===== src/rtl/mm_job_sequencer_if.sv =====
// Job/DMA/compute handshake bundle for mm_job_sequencer.
// MM_SEQ_PERF_CNT_EN adds the performance counter outputs.
interface mm_job_sequencer_if #(
  parameter int ADDR_W   = 32,
  parameter int LENGTH_W = 8
);
  logic                job_start;
  logic [ADDR_W-1:0]   job_base_a, job_base_b, job_base_c;
  logic [LENGTH_W-1:0] job_len_a, job_len_b, job_len_c;
  logic                job_busy;
  logic                job_done;
  logic                job_error;
  logic [1:0]          job_err_phase;
  logic                dma_start_load_a, dma_start_load_b, dma_start_store_c;
  logic [ADDR_W-1:0]   dma_base_addr_a, dma_base_addr_b, dma_base_addr_c;
  logic [LENGTH_W-1:0] dma_length_a, dma_length_b, dma_length_c;
  logic                dma_done_load_a, dma_done_load_b, dma_done_store_c;
  logic                dma_busy;
  logic                mac_start;
  logic                mac_done;
`ifdef MM_SEQ_PERF_CNT_EN
  logic [31:0]         perf_cycles;
  logic [31:0]         perf_dma_cycles;
`endif

  modport master (
    input  job_start, job_base_a, job_base_b, job_base_c,
    input  job_len_a, job_len_b, job_len_c,
    output job_busy, job_done, job_error, job_err_phase,
    output dma_start_load_a, dma_start_load_b, dma_start_store_c,
    output dma_base_addr_a, dma_base_addr_b, dma_base_addr_c,
    output dma_length_a, dma_length_b, dma_length_c,
    input  dma_done_load_a, dma_done_load_b, dma_done_store_c, dma_busy,
    output mac_start,
    input  mac_done
`ifdef MM_SEQ_PERF_CNT_EN
    , output perf_cycles, perf_dma_cycles
`endif
  );

  modport slave (
    output job_start, job_base_a, job_base_b, job_base_c,
    output job_len_a, job_len_b, job_len_c,
    input  job_busy, job_done, job_error, job_err_phase,
    input  dma_start_load_a, dma_start_load_b, dma_start_store_c,
    input  dma_base_addr_a, dma_base_addr_b, dma_base_addr_c,
    input  dma_length_a, dma_length_b, dma_length_c,
    output dma_done_load_a, dma_done_load_b, dma_done_store_c, dma_busy,
    input  mac_start,
    output mac_done
`ifdef MM_SEQ_PERF_CNT_EN
    , input perf_cycles, perf_dma_cycles
`endif
  );
endinterface


===== src/rtl/mm_job_sequencer.sv =====
// Matrix-multiply job controller: LOAD_A -> LOAD_B -> MAC -> STORE_C with per-phase watchdog.
// Optional MM_SEQ_PERF_CNT_EN adds busy-cycle and DMA-wait-cycle counters.
module mm_job_sequencer #(
  parameter int ADDR_W    = 32,
  parameter int LENGTH_W  = 8,
  parameter int TIMEOUT_W = 16
) (
  input logic               clk,
  input logic               rst_n,
  mm_job_sequencer_if.master bus
);

  typedef enum logic [3:0] {
    IDLE, ISSUE_A, WAIT_A, ISSUE_B, WAIT_B, ISSUE_MAC, WAIT_MAC,
    ISSUE_C, WAIT_C, DONE, ERR
  } state_t;

  // Timeout fires on the cycle whose increment would make the counter all-ones.
  localparam logic [TIMEOUT_W-1:0] WD_LAST = ~(TIMEOUT_W'(1));

  state_t               state;
  logic [TIMEOUT_W-1:0] wd;
  logic                 in_phase;
  logic                 advance;
  logic [1:0]           phase;

  always_comb begin
    in_phase = 1'b1;
    advance  = 1'b0;
    phase    = 2'd0;
    case (state)
      ISSUE_A:   advance = (bus.dma_length_a == '0) || !bus.dma_busy;
      WAIT_A:    advance = bus.dma_done_load_a;
      ISSUE_B:   begin phase = 2'd1; advance = (bus.dma_length_b == '0) || !bus.dma_busy; end
      WAIT_B:    begin phase = 2'd1; advance = bus.dma_done_load_b; end
      ISSUE_MAC: begin phase = 2'd2; advance = 1'b1; end
      WAIT_MAC:  begin phase = 2'd2; advance = bus.mac_done; end
      ISSUE_C:   begin phase = 2'd3; advance = (bus.dma_length_c == '0) || !bus.dma_busy; end
      WAIT_C:    begin phase = 2'd3; advance = bus.dma_done_store_c; end
      default:   in_phase = 1'b0;
    endcase
  end

  always_ff @(posedge clk or negedge rst_n) begin
    if (!rst_n) begin
      state                 <= IDLE;
      wd                    <= '0;
      bus.job_busy          <= 1'b0;
      bus.job_done          <= 1'b0;
      bus.job_error         <= 1'b0;
      bus.job_err_phase     <= 2'd0;
      bus.dma_start_load_a  <= 1'b0;
      bus.dma_start_load_b  <= 1'b0;
      bus.dma_start_store_c <= 1'b0;
      bus.mac_start         <= 1'b0;
      bus.dma_base_addr_a   <= {ADDR_W{1'b0}};
      bus.dma_base_addr_b   <= {ADDR_W{1'b0}};
      bus.dma_base_addr_c   <= {ADDR_W{1'b0}};
      bus.dma_length_a      <= {LENGTH_W{1'b0}};
      bus.dma_length_b      <= {LENGTH_W{1'b0}};
      bus.dma_length_c      <= {LENGTH_W{1'b0}};
    end else begin
      bus.dma_start_load_a  <= 1'b0;
      bus.dma_start_load_b  <= 1'b0;
      bus.dma_start_store_c <= 1'b0;
      bus.mac_start         <= 1'b0;
      bus.job_done          <= 1'b0;

      // A completing event in the final watchdog cycle takes priority over the timeout.
      if (in_phase) begin
        if (advance) begin
          wd <= '0;
        end else if (wd == WD_LAST) begin
          wd                <= '0;
          state             <= ERR;
          bus.job_error     <= 1'b1;
          bus.job_busy      <= 1'b0;
          bus.job_err_phase <= phase;
        end else if (wd != '1) begin
          wd <= wd + 1'b1;
        end
      end

      case (state)
        IDLE: if (bus.job_start) begin
          bus.dma_base_addr_a <= bus.job_base_a;
          bus.dma_base_addr_b <= bus.job_base_b;
          bus.dma_base_addr_c <= bus.job_base_c;
          bus.dma_length_a    <= bus.job_len_a;
          bus.dma_length_b    <= bus.job_len_b;
          bus.dma_length_c    <= bus.job_len_c;
          bus.job_error       <= 1'b0;
          bus.job_busy        <= 1'b1;
          wd                  <= '0;
          state               <= ISSUE_A;
        end
        ISSUE_A: if (advance) begin
          if (bus.dma_length_a != '0) begin
            bus.dma_start_load_a <= 1'b1;
            state                <= WAIT_A;
          end else begin
            state <= ISSUE_B;
          end
        end
        WAIT_A: if (advance) state <= ISSUE_B;
        ISSUE_B: if (advance) begin
          if (bus.dma_length_b != '0) begin
            bus.dma_start_load_b <= 1'b1;
            state                <= WAIT_B;
          end else begin
            state <= ISSUE_MAC;
          end
        end
        WAIT_B: if (advance) state <= ISSUE_MAC;
        ISSUE_MAC: begin
          bus.mac_start <= 1'b1;
          state         <= WAIT_MAC;
        end
        WAIT_MAC: if (advance) state <= ISSUE_C;
        ISSUE_C: if (advance) begin
          if (bus.dma_length_c != '0) begin
            bus.dma_start_store_c <= 1'b1;
            state                 <= WAIT_C;
          end else begin
            bus.job_done <= 1'b1;
            bus.job_busy <= 1'b0;
            state        <= DONE;
          end
        end
        WAIT_C: if (advance) begin
          bus.job_done <= 1'b1;
          bus.job_busy <= 1'b0;
          state        <= DONE;
        end
        DONE:    state <= IDLE;
        ERR:     state <= IDLE;
        default: state <= IDLE;
      endcase
    end
  end

`ifdef MM_SEQ_PERF_CNT_EN
  // Counters restart on an accepted job and hold their final values afterwards.
  always_ff @(posedge clk or negedge rst_n) begin
    if (!rst_n) begin
      bus.perf_cycles     <= 32'd0;
      bus.perf_dma_cycles <= 32'd0;
    end else if (state == IDLE && bus.job_start) begin
      bus.perf_cycles     <= 32'd0;
      bus.perf_dma_cycles <= 32'd0;
    end else begin
      if (bus.job_busy && bus.perf_cycles != 32'hFFFF_FFFF)
        bus.perf_cycles <= bus.perf_cycles + 32'd1;
      if ((state == WAIT_A || state == WAIT_B || state == WAIT_C) &&
          bus.perf_dma_cycles != 32'hFFFF_FFFF)
        bus.perf_dma_cycles <= bus.perf_dma_cycles + 32'd1;
    end
  end
`endif

endmodule


===== src/flat_wrapper.sv =====
// flat-port wrapper written by rule: the top's interface ports become plain ports
module mm_job_sequencer_flat 
#(
  parameter int ADDR_W    = 32,
  parameter int LENGTH_W  = 8,
  parameter int TIMEOUT_W = 16
)
  (clk, rst_n, bus_job_start, bus_job_base_a, bus_job_base_b, bus_job_base_c, bus_job_len_a, bus_job_len_b, bus_job_len_c, bus_job_busy, bus_job_done, bus_job_error, bus_job_err_phase, bus_dma_start_load_a, bus_dma_start_load_b, bus_dma_start_store_c, bus_dma_base_addr_a, bus_dma_base_addr_b, bus_dma_base_addr_c, bus_dma_length_a, bus_dma_length_b, bus_dma_length_c, bus_dma_done_load_a, bus_dma_done_load_b, bus_dma_done_store_c, bus_dma_busy, bus_mac_start, bus_mac_done);
  mm_job_sequencer_if #(.ADDR_W(ADDR_W), .LENGTH_W(LENGTH_W)) bus_i ();
  input logic clk;
  input logic rst_n;
  input wire logic [$bits(bus_i.job_start)-1:0] bus_job_start;
  input wire logic [$bits(bus_i.job_base_a)-1:0] bus_job_base_a;
  input wire logic [$bits(bus_i.job_base_b)-1:0] bus_job_base_b;
  input wire logic [$bits(bus_i.job_base_c)-1:0] bus_job_base_c;
  input wire logic [$bits(bus_i.job_len_a)-1:0] bus_job_len_a;
  input wire logic [$bits(bus_i.job_len_b)-1:0] bus_job_len_b;
  input wire logic [$bits(bus_i.job_len_c)-1:0] bus_job_len_c;
  output wire logic [$bits(bus_i.job_busy)-1:0] bus_job_busy;
  output wire logic [$bits(bus_i.job_done)-1:0] bus_job_done;
  output wire logic [$bits(bus_i.job_error)-1:0] bus_job_error;
  output wire logic [$bits(bus_i.job_err_phase)-1:0] bus_job_err_phase;
  output wire logic [$bits(bus_i.dma_start_load_a)-1:0] bus_dma_start_load_a;
  output wire logic [$bits(bus_i.dma_start_load_b)-1:0] bus_dma_start_load_b;
  output wire logic [$bits(bus_i.dma_start_store_c)-1:0] bus_dma_start_store_c;
  output wire logic [$bits(bus_i.dma_base_addr_a)-1:0] bus_dma_base_addr_a;
  output wire logic [$bits(bus_i.dma_base_addr_b)-1:0] bus_dma_base_addr_b;
  output wire logic [$bits(bus_i.dma_base_addr_c)-1:0] bus_dma_base_addr_c;
  output wire logic [$bits(bus_i.dma_length_a)-1:0] bus_dma_length_a;
  output wire logic [$bits(bus_i.dma_length_b)-1:0] bus_dma_length_b;
  output wire logic [$bits(bus_i.dma_length_c)-1:0] bus_dma_length_c;
  input wire logic [$bits(bus_i.dma_done_load_a)-1:0] bus_dma_done_load_a;
  input wire logic [$bits(bus_i.dma_done_load_b)-1:0] bus_dma_done_load_b;
  input wire logic [$bits(bus_i.dma_done_store_c)-1:0] bus_dma_done_store_c;
  input wire logic [$bits(bus_i.dma_busy)-1:0] bus_dma_busy;
  output wire logic [$bits(bus_i.mac_start)-1:0] bus_mac_start;
  input wire logic [$bits(bus_i.mac_done)-1:0] bus_mac_done;
  assign bus_i.job_start = bus_job_start;
  assign bus_i.job_base_a = bus_job_base_a;
  assign bus_i.job_base_b = bus_job_base_b;
  assign bus_i.job_base_c = bus_job_base_c;
  assign bus_i.job_len_a = bus_job_len_a;
  assign bus_i.job_len_b = bus_job_len_b;
  assign bus_i.job_len_c = bus_job_len_c;
  assign bus_job_busy = bus_i.job_busy;
  assign bus_job_done = bus_i.job_done;
  assign bus_job_error = bus_i.job_error;
  assign bus_job_err_phase = bus_i.job_err_phase;
  assign bus_dma_start_load_a = bus_i.dma_start_load_a;
  assign bus_dma_start_load_b = bus_i.dma_start_load_b;
  assign bus_dma_start_store_c = bus_i.dma_start_store_c;
  assign bus_dma_base_addr_a = bus_i.dma_base_addr_a;
  assign bus_dma_base_addr_b = bus_i.dma_base_addr_b;
  assign bus_dma_base_addr_c = bus_i.dma_base_addr_c;
  assign bus_dma_length_a = bus_i.dma_length_a;
  assign bus_dma_length_b = bus_i.dma_length_b;
  assign bus_dma_length_c = bus_i.dma_length_c;
  assign bus_i.dma_done_load_a = bus_dma_done_load_a;
  assign bus_i.dma_done_load_b = bus_dma_done_load_b;
  assign bus_i.dma_done_store_c = bus_dma_done_store_c;
  assign bus_i.dma_busy = bus_dma_busy;
  assign bus_mac_start = bus_i.mac_start;
  assign bus_i.mac_done = bus_mac_done;
  mm_job_sequencer #(.ADDR_W(ADDR_W), .LENGTH_W(LENGTH_W), .TIMEOUT_W(TIMEOUT_W)) u_core (.clk(clk), .rst_n(rst_n), .bus(bus_i));
endmodule

===== config.mk =====
export PLATFORM = sky130hd
export DESIGN_NAME = mm_job_sequencer_flat
export DESIGN_NICKNAME = d
export VERILOG_FILES = /design/src/rtl/mm_job_sequencer_if.sv /design/src/rtl/mm_job_sequencer.sv /design/src/flat_wrapper.sv
export SDC_FILE = /design/constraint.sdc
export NUM_CORES = 1
export LEC_CHECK = 0
export ABC_AREA = 1
export CAP_MARGIN = 20
export CORE_MARGIN = 3
export CORE_UTILIZATION = 47
export DETAILED_ROUTE_END_ITERATION = 8
export PLACE_DENSITY_LB_ADDON = 0.08
export SETUP_SLACK_MARGIN = 0.2
export SYNTH_ARGS = -nofsm -noshare
export SYNTH_HDL_FRONTEND = slang
export SYNTH_SLANG_ARGS = --single-unit

===== constraint.sdc =====
create_clock -name clk -period 3.3 [get_ports clk]
set_clock_uncertainty 0.15 [all_clocks]
set_input_delay 0.66 -clock clk [delete_from_list [all_inputs] [get_ports clk]]
set_output_delay 0.66 -clock clk [all_outputs]
set_load 0.02 [all_outputs]

==> run_summary.xml <==
<?xml version="1.0" encoding="UTF-8"?>
<metrics>
  <group name="routing">
    <metric name="wirelength" unit="mm">18.7</metric>
    <metric name="post_drt_via_cell_ratio" unit="">4.79</metric>
    <metric name="dr.first_iter.drc_count" unit="">362</metric>
    <metric name="drt_pre_antenna_iters" unit="">5</metric>
    <metric name="vias" unit="">5805</metric>
    <metric name="detail-route-antenna-nets" unit="">0</metric>
    <metric name="wl_per_cell" unit="um">15.4</metric>
    <metric name="post-route-drc-count" unit="">0</metric>
  </group>
  <group name="clocking">
    <metric name="clock_transition_time_at_the_flip_flop_clock_pins_of_the_worst_setup_and_hold_paths" unit="ns">0.06</metric>
    <metric name="post-cts-setup-buffers" unit="">0</metric>
    <metric name="cts_sinks" unit="">149</metric>
    <metric name="post_cts_resized" unit="">0</metric>
    <metric name="cts_buffers" unit="">17</metric>
    <metric name="clock_tree.htree_level_count" unit="">4</metric>
    <metric name="clock_insertion_delay_worst_skew" unit="ns">0.42</metric>
    <metric name="cts.root.buffer_cell" unit="">clkbuf_16</metric>
    <metric name="cts_hold_buf" unit="">0</metric>
    <metric name="cts-root-to-sink-buffers" unit="">2</metric>
    <metric name="cts_tree" unit="">yes</metric>
  </group>
  <group name="floorplan">
    <metric name="initial_core_util" unit="%">49.2</metric>
    <metric name="die_outline_area" unit="um^2">14900</metric>
    <metric name="core" unit="um^2">12900</metric>
    <metric name="die_x" unit="um">122</metric>
    <metric name="die_boundary_height" unit="um">122</metric>
    <metric name="fp-row-count" unit="">41</metric>
    <metric name="boundaryPins" unit="">257</metric>
  </group>
  <group name="worst_hold_path">
    <metric name="worst_hold_path_type" unit="">input pin to async pin</metric>
  </group>
  <group name="global_routing">
    <metric name="grt_start_max_net_pins" unit="">77</metric>
    <metric name="global_route_usage_over_all_layers" unit="%">26.2</metric>
    <metric name="grt_first_pass_wirelength" unit="mm">29.8</metric>
    <metric name="first_global_vias" unit="">5969</metric>
    <metric name="grt_overflow_total" unit="">0</metric>
    <metric name="grt_antenna_before_repair" unit="">0</metric>
  </group>
  <group name="synthesis">
    <metric name="syn_avg_cell_area" unit="um^2">8.23</metric>
    <metric name="number_of_cells_produced_by_synthesis" unit="">769</metric>
    <metric name="ys_ff_latch" unit="">149</metric>
    <metric name="syn_nets" unit="">899</metric>
    <metric name="synth_warn" unit="">0</metric>
    <metric name="synth.cell_area" unit="um^2">6330</metric>
    <metric name="synth.lib_cells_used.distinct" unit="">32</metric>
    <metric name="synth.yosys.seq_area_share" unit="%">58.9</metric>
  </group>
  <group name="place">
    <metric name="routabilityCongestion" unit="">0.853</metric>
    <metric name="post-dp-hpwl" unit="mm">13.2</metric>
    <metric name="port_buffers" unit="">256</metric>
    <metric name="placed_area" unit="um^2">9080</metric>
  </group>
  <group name="power_and_ir_drop">
    <metric name="vdd_ir_drop_max" unit="uV">640</metric>
    <metric name="power_density" unit="nW/um^2">994</metric>
    <metric name="static-leakage-power" unit="nW">4.75</metric>
  </group>
  <group name="setup_path">
    <metric name="worst_path_most_repeated_cell" unit="">nand2_1</metric>
    <metric name="worstPathArrival" unit="ns">2.59</metric>
    <metric name="critPathSlowestCell" unit="">dfrtp_1</metric>
    <metric name="critPathLaunchType" unit="">flip-flop</metric>
    <metric name="crit_fanout" unit="">11</metric>
    <metric name="cp.required" unit="ns">3.48</metric>
    <metric name="cp-end-kind" unit="">flip-flop</metric>
    <metric name="critical-path-max-stage-delay" unit="ns">0.44</metric>
    <metric name="crit_chain" unit="">inv_2, nand3_1, nor2_1, nand2_1, nand2_1, nor2_1, nand3_2, a21oi_2, nand2_1, nor3b_1</metric>
    <metric name="timing.setup.critical_path_class" unit="">flip-flop to flip-flop</metric>
  </group>
  <group name="final_layout">
    <metric name="flow.area_growth_from_synthesis" unit="%">53.2</metric>
    <metric name="stdcell_area" unit="um^2">9690</metric>
    <metric name="final_cell_mix" unit="">413 x nand2_1, 255 x clkdlybuf4s50_1, 149 x dfrtp_1</metric>
    <metric name="num_antenna_cells" unit="">0</metric>
    <metric name="most_common_library_cell_in_the_layout_ignoring_fill_and_taps" unit="">nand2_1</metric>
    <metric name="layout.nets" unit="">1156</metric>
    <metric name="drive_above_1_share" unit="%">6.35</metric>
  </group>
  <group name="sta">
    <metric name="layout_worst_path_cycle_share" unit="%">73.0</metric>
    <metric name="slew-limit-headroom" unit="%">52.5</metric>
    <metric name="rsz0062_at_grt" unit="">false</metric>
    <metric name="finalCriticalPeriod" unit="ns">2.41</metric>
    <metric name="totalNegativeSetupSlack" unit="ns">0</metric>
    <metric name="max_freq" unit="MHz">415</metric>
    <metric name="tightest_slew" unit="ns">0.713</metric>
    <metric name="setup_viol" unit="">0</metric>
    <metric name="report.final.hold_viol_count" unit="">0</metric>
    <metric name="final_max_slew_viol_count" unit="">0</metric>
  </group>
  <group name="flow_run">
    <metric name="max_cap_violations" unit="">0</metric>
  </group>
  <group name="outcome">
    <metric name="run_status" unit="">completed</metric>
  </group>
</metrics>
per-stage QoR:
step	hold slack, ns	cells	total power, mW	setup WS (ns)	utilization, %
floorplan	0.214	769	5.50	1.49	-
global placement	0.312	1179	7.56	0.548	70.5
detailed placement	0.314	1179	7.63	0.551	70.5
CTS	0.128	1211	9.73	0.900	75.3
global route	0.153	1211	10.3	0.697	75.3
finish	0.0922	1211	9.64	0.892	75.3
routing by layer:
| metal | vias up | GRT usage, % | share of wire (%) |
|---|---|---|---|
| met5 | - | 0 | 0 |
| met2 | 195 | 44.0 | 50 |
| met4 | 0 | 10.9 | 2.3 |
| met3 | 28 | 10.0 | 8.2 |
| met1 | 2719 | 30.0 | 39 |
| li1 | 2863 | - | - |
worst paths after layout:
kind	from	end	slack (ns)	cells past startpoint
setup / recovery	u_core.state[3]$_DFF_PN0_	u_core.wd[9]$_DFF_PN0_	0.89	10
max in group asynchronous	rst_n	u_core.bus.dma_base_addr_a[24]$_DFFE_PN0P_	2.10	2
hold reg to reg	u_core.bus.dma_base_addr_b[12]$_DFFE_PN0P_	u_core.bus.dma_base_addr_b[12]$_DFFE_PN0P_	0.33	2
setup reg to reg	u_core.state[3]$_DFF_PN0_	u_core.wd[9]$_DFF_PN0_	0.89	10
hold / removal	rst_n	u_core.bus.dma_base_addr_a[1]$_DFFE_PN0P_	0.09	1
min in group clk	u_core.bus.dma_base_addr_b[12]$_DFFE_PN0P_	u_core.bus.dma_base_addr_b[12]$_DFFE_PN0P_	0.33	2
state kept, by name, summed over array words and instances, names as in the netlist:
name and count:
u_core.bus.dma_length_a 8, u_core.state 4, u_core.bus.job_err_phase 2, u_core.bus.job_done 1
u_core.bus.dma_base_addr_b 32, u_core.bus.dma_start_store_c 1, u_core.bus.mac_start 1, u_core.bus.job_busy 1
u_core.bus.job_error 1, u_core.bus.dma_start_load_b 1, u_core.wd 16, u_core.bus.dma_length_b 8
u_core.bus.dma_start_load_a 1, u_core.bus.dma_base_addr_a 32, u_core.bus.dma_base_addr_c 32, u_core.bus.dma_length_c 8
cell type report:
class / instances / area [um^2]
clock buffer: 22 / 464
clock inverter: 10 / 153
fill: 990 / 3180
inverter: 32 / 124
multi-input combinational: 559 / 2350
sequential: 149 / 3730
tap: 172 / 215
timing repair buffer: 267 / 2660
cell families after synthesis:
family / Yosys count / synth area share [%]
adder cells (fa/ha/maj): 2 / 0.395
AO/OA/AOI/OAI: 26 / 2.13
XOR/XNOR: 8 / 1.11
flip-flops: 149 / 58.9
buffers and inverters: 61 / 4.03
AND/OR/NAND/NOR: 523 / 33.4
report_power, final:
| group | switching, mW | internal (mW) |
|---|---|---|
| sequential | 0.508 | 2.60 |
| clock | 0.725 | 1.30 |
| combinational | 2.59 | 1.91 |
| total | 3.83 | 5.81 |
critical path: cells and delay by family, from the launching register on:
family,cells,cell delay (ns)
AO/OA/AOI/OAI,1,0.20
AND/OR/NAND/NOR,8,1.41
buffers and inverters,1,0.11
flip-flops,1,0.44
cell usage after synthesis, drive strengths merged:
library cell | instances | area, um^2
dfrtp | 149 | 3730
xor2 | 5 | 43.8
nand2 | 417 | 1580
o21ai | 18 | 90.1
nor3 | 15 | 108
buf | 12 | 68.8
nand3 | 13 | 70.1
xnor2 | 3 | 26.3
nor2 | 68 | 292
a31oi | 1 | 6.26
a21oi | 7 | 38.8
nor3b | 2 | 20.0
nand3b | 1 | 7.51
ha | 2 | 25.0
clkbuf | 17 | 63.8
or2 | 1 | 6.26
inv | 32 | 123
nand4 | 6 | 37.5
No activity file was read; power rests on OpenSTA's default activity.
